--- src/rtl/sramc_writer_pkg.sv ---
// Shared constants and FSM encoding for the sramC result writer.
package sramc_writer_pkg;

  localparam int ADDR_W_DEF = 11;
  localparam int DATA_W_DEF = 8;
  localparam int DIM_W_DEF  = 6;

  typedef enum logic [1:0] {
    S_IDLE  = 2'd0,
    S_WRITE = 2'd1,
    S_DONE  = 2'd2
  } state_t;

endpackage

--- src/rtl/sramc_addr_gen.sv ---
// Multiplier-free row-major address generator for a column-major element stream.
module sramc_addr_gen #(
  parameter int ADDR_W = 11,
  parameter int DIM_W  = 6
) (
  input  logic              clk,
  input  logic              rst_n,
  input  logic              load,
  input  logic              step,
  input  logic [ADDR_W-1:0] base_addr,
  input  logic [DIM_W-1:0]  rows,
  input  logic [DIM_W-1:0]  cols,
  output logic [ADDR_W-1:0] addr,
  output logic              last
);

  logic [DIM_W-1:0]  rows_q, cols_q, row_cnt, col_cnt;
  logic [ADDR_W-1:0] row_ptr, col_base;
  logic              row_end, col_end;

  assign row_end = (row_cnt == rows_q - DIM_W'(1));
  assign col_end = (col_cnt == cols_q - DIM_W'(1));
  assign last    = row_end && col_end;
  assign addr    = row_ptr;

  // Walking down a column strides by cols; a new column restarts one past the previous column base.
  always_ff @(posedge clk) begin
    if (!rst_n) begin
      rows_q   <= '0;
      cols_q   <= '0;
      row_cnt  <= '0;
      col_cnt  <= '0;
      row_ptr  <= '0;
      col_base <= '0;
    end else if (load) begin
      rows_q   <= rows;
      cols_q   <= cols;
      row_cnt  <= '0;
      col_cnt  <= '0;
      row_ptr  <= base_addr;
      col_base <= base_addr;
    end else if (step) begin
      if (row_end) begin
        row_cnt  <= '0;
        col_cnt  <= col_cnt + DIM_W'(1);
        col_base <= col_base + ADDR_W'(1);
        row_ptr  <= col_base + ADDR_W'(1);
      end else begin
        row_cnt <= row_cnt + DIM_W'(1);
        row_ptr <= row_ptr + ADDR_W'(cols_q);
      end
    end
  end

endmodule

--- src/rtl/sramc_writer.sv ---
// Drains systolic-array results (column-major) into sramC in row-major layout.
module sramc_writer
  import sramc_writer_pkg::*;
#(
  parameter int ADDR_W = ADDR_W_DEF,
  parameter int DATA_W = DATA_W_DEF,
  parameter int DIM_W  = DIM_W_DEF
) (
  input  logic              clk,
  input  logic              rst_n,
  input  logic              start,
  input  logic [ADDR_W-1:0] base_addr,
  input  logic [DIM_W-1:0]  rows,
  input  logic [DIM_W-1:0]  cols,
  input  logic              in_valid,
  input  logic [DATA_W-1:0] in_data,
  output logic              in_ready,
  output logic              sram_en,
  output logic              sram_wen,
  output logic [ADDR_W-1:0] sram_addr,
  output logic [DATA_W-1:0] sram_d,
  output logic              busy,
  output logic              done
);

  state_t            state;
  logic              load, accept, last;
  logic [ADDR_W-1:0] gen_addr;

  assign load   = (state == S_IDLE) && start;
  assign accept = in_ready && in_valid;

  sramc_addr_gen #(
    .ADDR_W(ADDR_W),
    .DIM_W (DIM_W)
  ) u_addr_gen (
    .clk      (clk),
    .rst_n    (rst_n),
    .load     (load),
    .step     (accept),
    .base_addr(base_addr),
    .rows     (rows),
    .cols     (cols),
    .addr     (gen_addr),
    .last     (last)
  );

  // NOTE: sequential state uses non-blocking assignments so every register samples pre-edge values.
  always_ff @(posedge clk) begin
    if (!rst_n) begin
      state     <= S_IDLE;
      in_ready  <= 1'b0;
      sram_en   <= 1'b0;
      sram_wen  <= 1'b1;
      sram_addr <= '0;
      sram_d    <= '0;
      busy      <= 1'b0;
      done      <= 1'b0;
    end else begin
      // Strobes default to idle each cycle; address and data hold between writes.
      sram_en  <= 1'b0;
      sram_wen <= 1'b1;
      done     <= 1'b0;
      if (accept) begin
        sram_en   <= 1'b1;
        sram_wen  <= 1'b0;
        sram_addr <= gen_addr;
        sram_d    <= in_data;
      end
      case (state)
        S_IDLE: begin
          if (start) begin
            busy <= 1'b1;
            if (rows == '0 || cols == '0) begin
              state <= S_DONE;
              done  <= 1'b1;
            end else begin
              state    <= S_WRITE;
              in_ready <= 1'b1;
            end
          end
        end
        S_WRITE: begin
          if (accept && last) begin
            state    <= S_DONE;
            in_ready <= 1'b0;
            done     <= 1'b1;
          end
        end
        S_DONE: begin
          state <= S_IDLE;
          busy  <= 1'b0;
        end
        default: begin
          state    <= S_IDLE;
          in_ready <= 1'b0;
          busy     <= 1'b0;
        end
      endcase
    end
  end

endmodule

--- config.mk ---
export PLATFORM = sky130hd
export DESIGN_NAME = sramc_writer
export DESIGN_NICKNAME = d
export VERILOG_FILES = /design/src/rtl/sramc_writer_pkg.sv /design/src/rtl/sramc_addr_gen.sv /design/src/rtl/sramc_writer.sv
export SDC_FILE = /design/constraint.sdc
export NUM_CORES = 1
export LEC_CHECK = 0
export ABC_AREA = 1
export CELL_PAD_IN_SITES_DETAIL_PLACEMENT = 1
export CELL_PAD_IN_SITES_GLOBAL_PLACEMENT = 2
export CORE_ASPECT_RATIO = 1.4
export CORE_MARGIN = 2
export CORE_UTILIZATION = 30
export CTS_BUF_LIST = sky130_fd_sc_hd__clkbuf_16
export DETAILED_ROUTE_END_ITERATION = 7
export PLACE_DENSITY = 0.89
export SLEW_MARGIN = 10
export SYNTH_ARGS = -nofsm -noshare
export SYNTH_HDL_FRONTEND = slang
export SYNTH_SLANG_ARGS = --single-unit
--- constraint.sdc ---
create_clock -name clk -period 2.1 [get_ports clk]
set_input_delay 0.42 -clock clk [delete_from_list [all_inputs] [get_ports clk]]
set_output_delay 0.42 -clock clk [all_outputs]
set_load 0.02 [all_outputs]
# ---- Yosys cells after proc, flatten, opt, wreduce, memory -nomap -nowiden
# Cells that the tools add are included.
dict set report word_totals {
  in_bits 35
  out_inout_bits 24
  reg_bits 72
  elab_cells 69
}
dict set report classes {
  bitwise 3
  mux 23
  eq_ne 7
  n_reduce_logical 16
  n_addsub 6
}
# operator n
set op_table {}
lappend op_table {{$mux W11} 6}
lappend op_table {{$add A6 B1 Y6 const B} 2}
lappend op_table {{$eq A6 B6 Y1} 2}
lappend op_table {{$logic_not A6 Y1} 2}
lappend op_table {{$sub A6 B1 Y6 const B} 2}
lappend op_table {{$add A11 B1 Y11 const B} 1}
lappend op_table {{$add A11 B6 Y11} 1}
lappend op_table {{$mux W1} 9}
lappend op_table {{$reduce_and A2 Y1} 4}
lappend op_table {{$mux W2} 3}
lappend op_table {{$mux W6} 1}
lappend op_table {{$ne A2 B2 Y1 const B} 3}
lappend op_table {{$logic_and A1 B1 Y1} 4}
lappend op_table {{$pmux W1 S2} 2}
lappend op_table {{$pmux W2 S2} 1}
lappend op_table {{$reduce_and A4 Y1} 1}
lappend op_table {{$reduce_bool A2 Y1} 2}
lappend op_table {{$not A1 Y1} 3}
lappend op_table {{$pmux W1 S3} 1}
lappend op_table {{$eq A2 B1 Y1 const B} 1}
lappend op_table {{$eq A2 B2 Y1 const B} 1}
lappend op_table {{$logic_not A2 Y1} 1}
lappend op_table {{$reduce_or A2 Y1} 1}
lappend op_table {{$logic_or A1 B1 Y1} 1}

# ---- Depth between registers and ports, before layout
# Gate-level depths: netlist of run 1.
dict set report depth {
  depth_word 6
  mapped_depth 15
  ltp_nobuf 15
}

# ---- By module
# Synthesis of run 1 repeated with hierarchy kept, for this count alone.
dict set report unflattened {
  cells_unflattened 619
  area_unflattened_um2 4415.5
}
# module area_each_um2 cells_per_inst instances
set by_module_without_submodules {}
lappend by_module_without_submodules {sramc_addr_gen 3259.4 494 1}
lappend by_module_without_submodules {sramc_writer 1156.1 125 1}

# ---- Worst setup path after synthesis of run 1
# No wires, ideal clock.
dict set report synth_path {
  path_kind {register to register}
  start {register u_addr_gen.cols_q[0]}
  end {register u_addr_gen.row_ptr[8], in the netlist u_addr_gen.addr[8]}
  synth_period_minus_slack_ns 1.823
  arrival_time_ns 1.691
  setup_slack_ns 0.277
  stages_incl_launch_ff 10
  path_buffers 0
  setup_time_ns 0.132
  path_cell_list {dfxtp_1 ha_1 fa_1 nand3_1 nand3_1 a21oi_1 nor3_1 xor2_1 o21ai_0 a21oi_1}
}
dict set report synth_via {
  elab_chain_len 4
}
# element line
set synth_lines {}
lappend synth_lines {{start: declaration} sramc_addr_gen.sv:17} ;# logic [DIM_W-1:0] rows_q, cols_q, row_cnt, col_cnt;
lappend synth_lines {{start signal: assignment} sramc_addr_gen.sv:37} ;# cols_q <= cols;
lappend synth_lines {{$add A11 B6 Y11} sramc_addr_gen.sv:50} ;# row_ptr <= row_ptr + ADDR_W'(cols_q);
lappend synth_lines {{$mux W11} sramc_addr_gen.sv:43} ;# if (row_end) begin
lappend synth_lines {{$mux W11} sramc_addr_gen.sv:42} ;# end else if (step) begin
lappend synth_lines {{$mux W11} sramc_addr_gen.sv:35} ;# end else if (load) begin
lappend synth_lines {{end signal: assignment} sramc_addr_gen.sv:40} ;# row_ptr <= base_addr;
lappend synth_lines {{end signal: assignment} sramc_addr_gen.sv:47} ;# row_ptr <= col_base + ADDR_W'(1);
lappend synth_lines {{end signal: assignment} sramc_addr_gen.sv:50}
lappend synth_lines {{end: declaration} sramc_addr_gen.sv:18} ;# logic [ADDR_W-1:0] row_ptr, col_base;
# Every way passes these cells. The select of a mux whose other input is x is not followed.
# A chain may end at the register's enable or synchronous reset.

# ---- Final worst setup path of run 1
dict set report layout_path {
  start {register u_addr_gen.rows_q[0]}
  end {register in_ready}
}
dict set report layout_via {
  elab_chain_len 6
}
# element line
set layout_lines {}
lappend layout_lines {{start: declaration} sramc_addr_gen.sv:17}
lappend layout_lines {{start signal: assignment} sramc_addr_gen.sv:36} ;# rows_q <= rows;
lappend layout_lines {{$sub A6 B1 Y6} sramc_addr_gen.sv:21} ;# assign row_end = (row_cnt == rows_q - DIM_W'(1));
lappend layout_lines {{$eq A6 B6 Y1} sramc_addr_gen.sv:21}
lappend layout_lines {{$logic_and A1 B1 Y1} sramc_addr_gen.sv:23} ;# assign last = row_end && col_end;
lappend layout_lines {{$logic_and A1 B1 Y1} sramc_writer.sv:84} ;# if (accept && last) begin
lappend layout_lines {{$ne A2 B2 Y1 (no source line)} n/a}
lappend layout_lines {{$reduce_and A4 Y1 (no source line)} n/a}
lappend layout_lines {{end signal: assignment} sramc_writer.sv:79} ;# in_ready <= 1'b1;
lappend layout_lines {{end signal: assignment} sramc_writer.sv:86} ;# in_ready <= 1'b0;
lappend layout_lines {{end signal: assignment} sramc_writer.sv:96} ;# in_ready <= 1'b0;
lappend layout_lines {{end: declaration} sramc_writer.sv:17} ;# output logic in_ready,
# Every way passes these cells.

==> impl_metrics.json, run 1 <==
{
  "cap_violations": 0,
  "finalWeightedCongestion": 0.814,
  "worst_pin_slew_ps": 458,
  "finalWirelength_um": 11900,
  "rsz0062_at_grt": "true",
  "drt_iter0_markers": 109,
  "cpMaxStageDelayCell": "dfxtp_2",
  "grt-ovfl-total": 0,
  "vias": 3788,
  "clock_latency_ps": 330,
  "drt_pass1_iterations": 4,
  "ir_drop_uv": 413,
  "synthTopCellsByArea": "dfxtp_1 (38%), nand2_1 (11%), o21ai_0 (6.2%)",
  "cp.arrival_ps": 2270,
  "netlist_area_sq_um": 3770,
  "syn-num-nets": 581,
  "max_stage_delay_ps": 360,
  "core_area_sq_um": 12300,
  "wl_per_cell_um": 15.6,
  "ant_nets": 0,
  "grt_pass1_vias": 3919,
  "ys_seq_area_frac": 0.383,
  "clock_sinks": 72,
  "cp-startpoint": "u_addr_gen.rows_q[0]",
  "antenna_found_initial": 0,
  "die_h_um": 137,
  "p_total_mw": 3.85,
  "async_flop_share": 0,
  "grt_pass1_wl_um": 19300,
  "required_ps": 2310,
  "finalMaxSlewViolations": 0,
  "cts_buffers": 9,
  "synth_mux_area_frac": 0,
  "synth-xor-area-share": 0.0605,
  "fmax_mhz": 487,
  "dp_cells": 743,
  "clock_path_buffers": 2,
  "synth_commonest_cells": "nand2_1 (108), dfxtp_1 (72), nor2_1 (62), inv_1 (56), o21ai_0 (47)",
  "cts_tree": "done",
  "rows": 48,
  "antenna_cells": 0,
  "cpMostUsedCell": "nand2_1",
  "cts.htree.levels": 3,
  "crit_path_end": "in_ready",
  "routed_via_density": 4.95,
  "worst_clock_skew_ps": 7.27,
  "hp-class": "reg2reg",
  "hold_viol": 0,
  "top_level_ports": 59,
  "synth-compound-area-share": 0.153,
  "r2r-start": "u_addr_gen.rows_q[0]",
  "synth_top_area_share": 0.383,
  "dpl_cell_area_sq_um": 4590,
  "fin_area_sq_um": 5040,
  "synth_area_leader_cell": "dfxtp_1",
  "die_area_sq_um": 13500,
  "r2r_cells": 16,
  "synth_cells": 534,
  "dominantRegCellSynth": "dfxtp_1",
  "port_buffers": 58,
  "grtUsageTotal": 0.180,
  "synth_top_family_by_area": "simple AND/OR/NAND/NOR gates",
  "cts.clk_slew.worst_paths_ps": 50,
  "start_util": 0.306,
  "post-route-util": 0.409,
  "rrSetupSlack_ps": 40,
  "critical_path_class": "reg2reg",
  "setup_violations": 0,
  "ys_seq_elements": 72,
  "layout-drive-gt1-share": 0.117,
  "slew_headroom": 0.692,
  "synth_edf_count": 0,
  "ys_types": 38,
  "grt_max_degree": 36,
  "root_buffer": "clkbuf_16",
  "timing.rr.end": "in_ready",
  "layout.nets": 659,
  "crit_chain": "inv_4 > ha_4 > inv_2 > nand2_1 > nand2_1 > nor2_1 > nand2_1 > nor2_2 > nand3_4 > nor2_8 > buf_6 > nand2_4 > nand2_4 > nand3_2 > nand2_1 > a21oi_1",
  "leakage_nw": 2.16,
  "post-dp-hpwl_um": 9160,
  "cp_max_fo": 7,
  "cp-end-kind": "flip-flop",
  "route.detailed.drc": 0,
  "synthAdderAreaFrac": 0.0419,
  "final_cell_count_no_fill": 766,
  "fin_crit_ps": 2060,
  "area_growth_pct": 33.8,
  "die_w_um": 98.7,
  "post-synth-top-count-cell": "nand2_1",
  "p_per_area_nw_per_um2": 765,
  "period_share": 0.979,
  "cts-hold-fix-buffers": 0,
  "avgSynthCellArea_sq_um": 7.05,
  "status": "complete, no violations",
  "startpoint_type": "flip-flop",
  "ys_warn_count": 0,
  "synthSimpleGateAreaFrac": 0.280
}
## kinds of logic after synthesis
kind of cell,Yosys count
simple gates,241
compound gates,105
buf+inv,78
flops,72
xor+xnor,26
fa+ha+maj,12
## metrics by stage
| step | setup WS, ps | hold slack [ps] | setup TNS [ps] |
|---|---|---|---|
| finish | 44.8 | 482 | 0 |
| global route | -64.6 | 511 | -504 |
| CTS | 9.44 | 482 | 0 |
| detailed placement | -30.8 | 467 | -55.7 |
| global placement | 44.3 | 459 | 0 |
| floorplan | 277 | 439 | 0 |
## how the worst min path moves through the flow
stage,from,to,cells past startpoint
after floorplan,u_addr_gen.rows_q[5],u_addr_gen.rows_q[5],2
after global placement,u_addr_gen.rows_q[5],u_addr_gen.rows_q[5],2
after detailed placement,u_addr_gen.rows_q[5],u_addr_gen.rows_q[5],2
after CTS,busy,busy,2
after global routing,in_ready,in_ready,2
final,busy,busy,2
## routing by layer
| metal | part of all wire | vias up | global-route usage |
|---|---|---|---|
| met5 | 0 | - | 0 |
| met4 | 0.016 | 0 | 0.0670 |
| met3 | 0.026 | 16 | 0.0209 |
| met2 | 0.54 | 62 | 0.344 |
| met1 | 0.41 | 1811 | 0.202 |
| li1 | - | 1899 | - |
## report_power, final
group / switching [mW] / internal [mW] / total, mW
logic: 0.430 / 0.312 / 0.742
clock network: 0.565 / 1.02 / 1.58
registers: 0.0750 / 1.45 / 1.53
## registers in the layout, summed over array words and instances (netlist names)
name / flops
sram_addr: 11
u_addr_gen.addr: 11
u_addr_gen.col_base: 11
sram_d: 8
u_addr_gen.col_cnt: 6
u_addr_gen.cols_q: 6
u_addr_gen.row_cnt: 6
u_addr_gen.rows_q: 6
state: 2
busy: 1
done: 1
in_ready: 1
sram_en: 1
sram_wen: 1
## critical path, delay by kind of cell, from the launching register on
| family | cells | cell delay [ps] |
|---|---|---|
| AND/OR/NAND/NOR | 11 | 1010 |
| AO/OA/AOI/OAI | 1 | 50 |
| adder cells (fa/ha/maj) | 1 | 270 |
| flip-flops | 1 | 360 |
| buffers and inverters | 3 | 230 |
## cell type report
cell class              count  area [sq um]
fillers                  1525          7270
multi-input cells         384          2090
flip-flops and latches     72          1440
repair buffers             83           779
inverters                  62           240
clock buffers               9           225
well taps                 150           188
clock inverters             6          76.3
## what timing repair did
action | CTS | global route
endpoints found under the setup margin | 10 | 31
buffers inserted | 3 | 5
pin swaps | 3 | 10
gates resized for setup | 3 | 25
## placed cells by master, fill, tap and decap left out, types with 7 or more instances in the layout
master | synthesis | routed
a21oi_1 | 26 | 23
buf_4 | 1 | 22
clkbuf_16 | 0 | 9
clkdlybuf4s50_1 | 0 | 58
dfxtp_1 | 72 | 70
ha_1 | 11 | 10
inv_1 | 56 | 55
nand2_1 | 108 | 108
nand3_1 | 42 | 40
nor2_1 | 62 | 62
o21ai_0 | 47 | 44
o21ai_1 | 5 | 7
o22ai_1 | 7 | 7
xor2_1 | 21 | 21
Power figures use the tool's default switching activity.
==> run 2, diff against run 1 <==
--- a/config.mk
+++ b/config.mk
@@ -6,6 +6,7 @@
 export NUM_CORES = 1
 export LEC_CHECK = 0
 export ABC_AREA = 1
+export CAP_MARGIN = 20
 export CELL_PAD_IN_SITES_DETAIL_PLACEMENT = 1
 export CELL_PAD_IN_SITES_GLOBAL_PLACEMENT = 2
 export CORE_ASPECT_RATIO = 1.4
@@ -13,6 +14,7 @@
 export CORE_UTILIZATION = 30
 export CTS_BUF_LIST = sky130_fd_sc_hd__clkbuf_16
 export DETAILED_ROUTE_END_ITERATION = 7
+export GPL_ROUTABILITY_DRIVEN = 0
 export PLACE_DENSITY = 0.89
 export SLEW_MARGIN = 10
 export SYNTH_ARGS = -nofsm -noshare
==> results of run 2 <==
Final layout, timing and power as in run 1 (identical DEF).
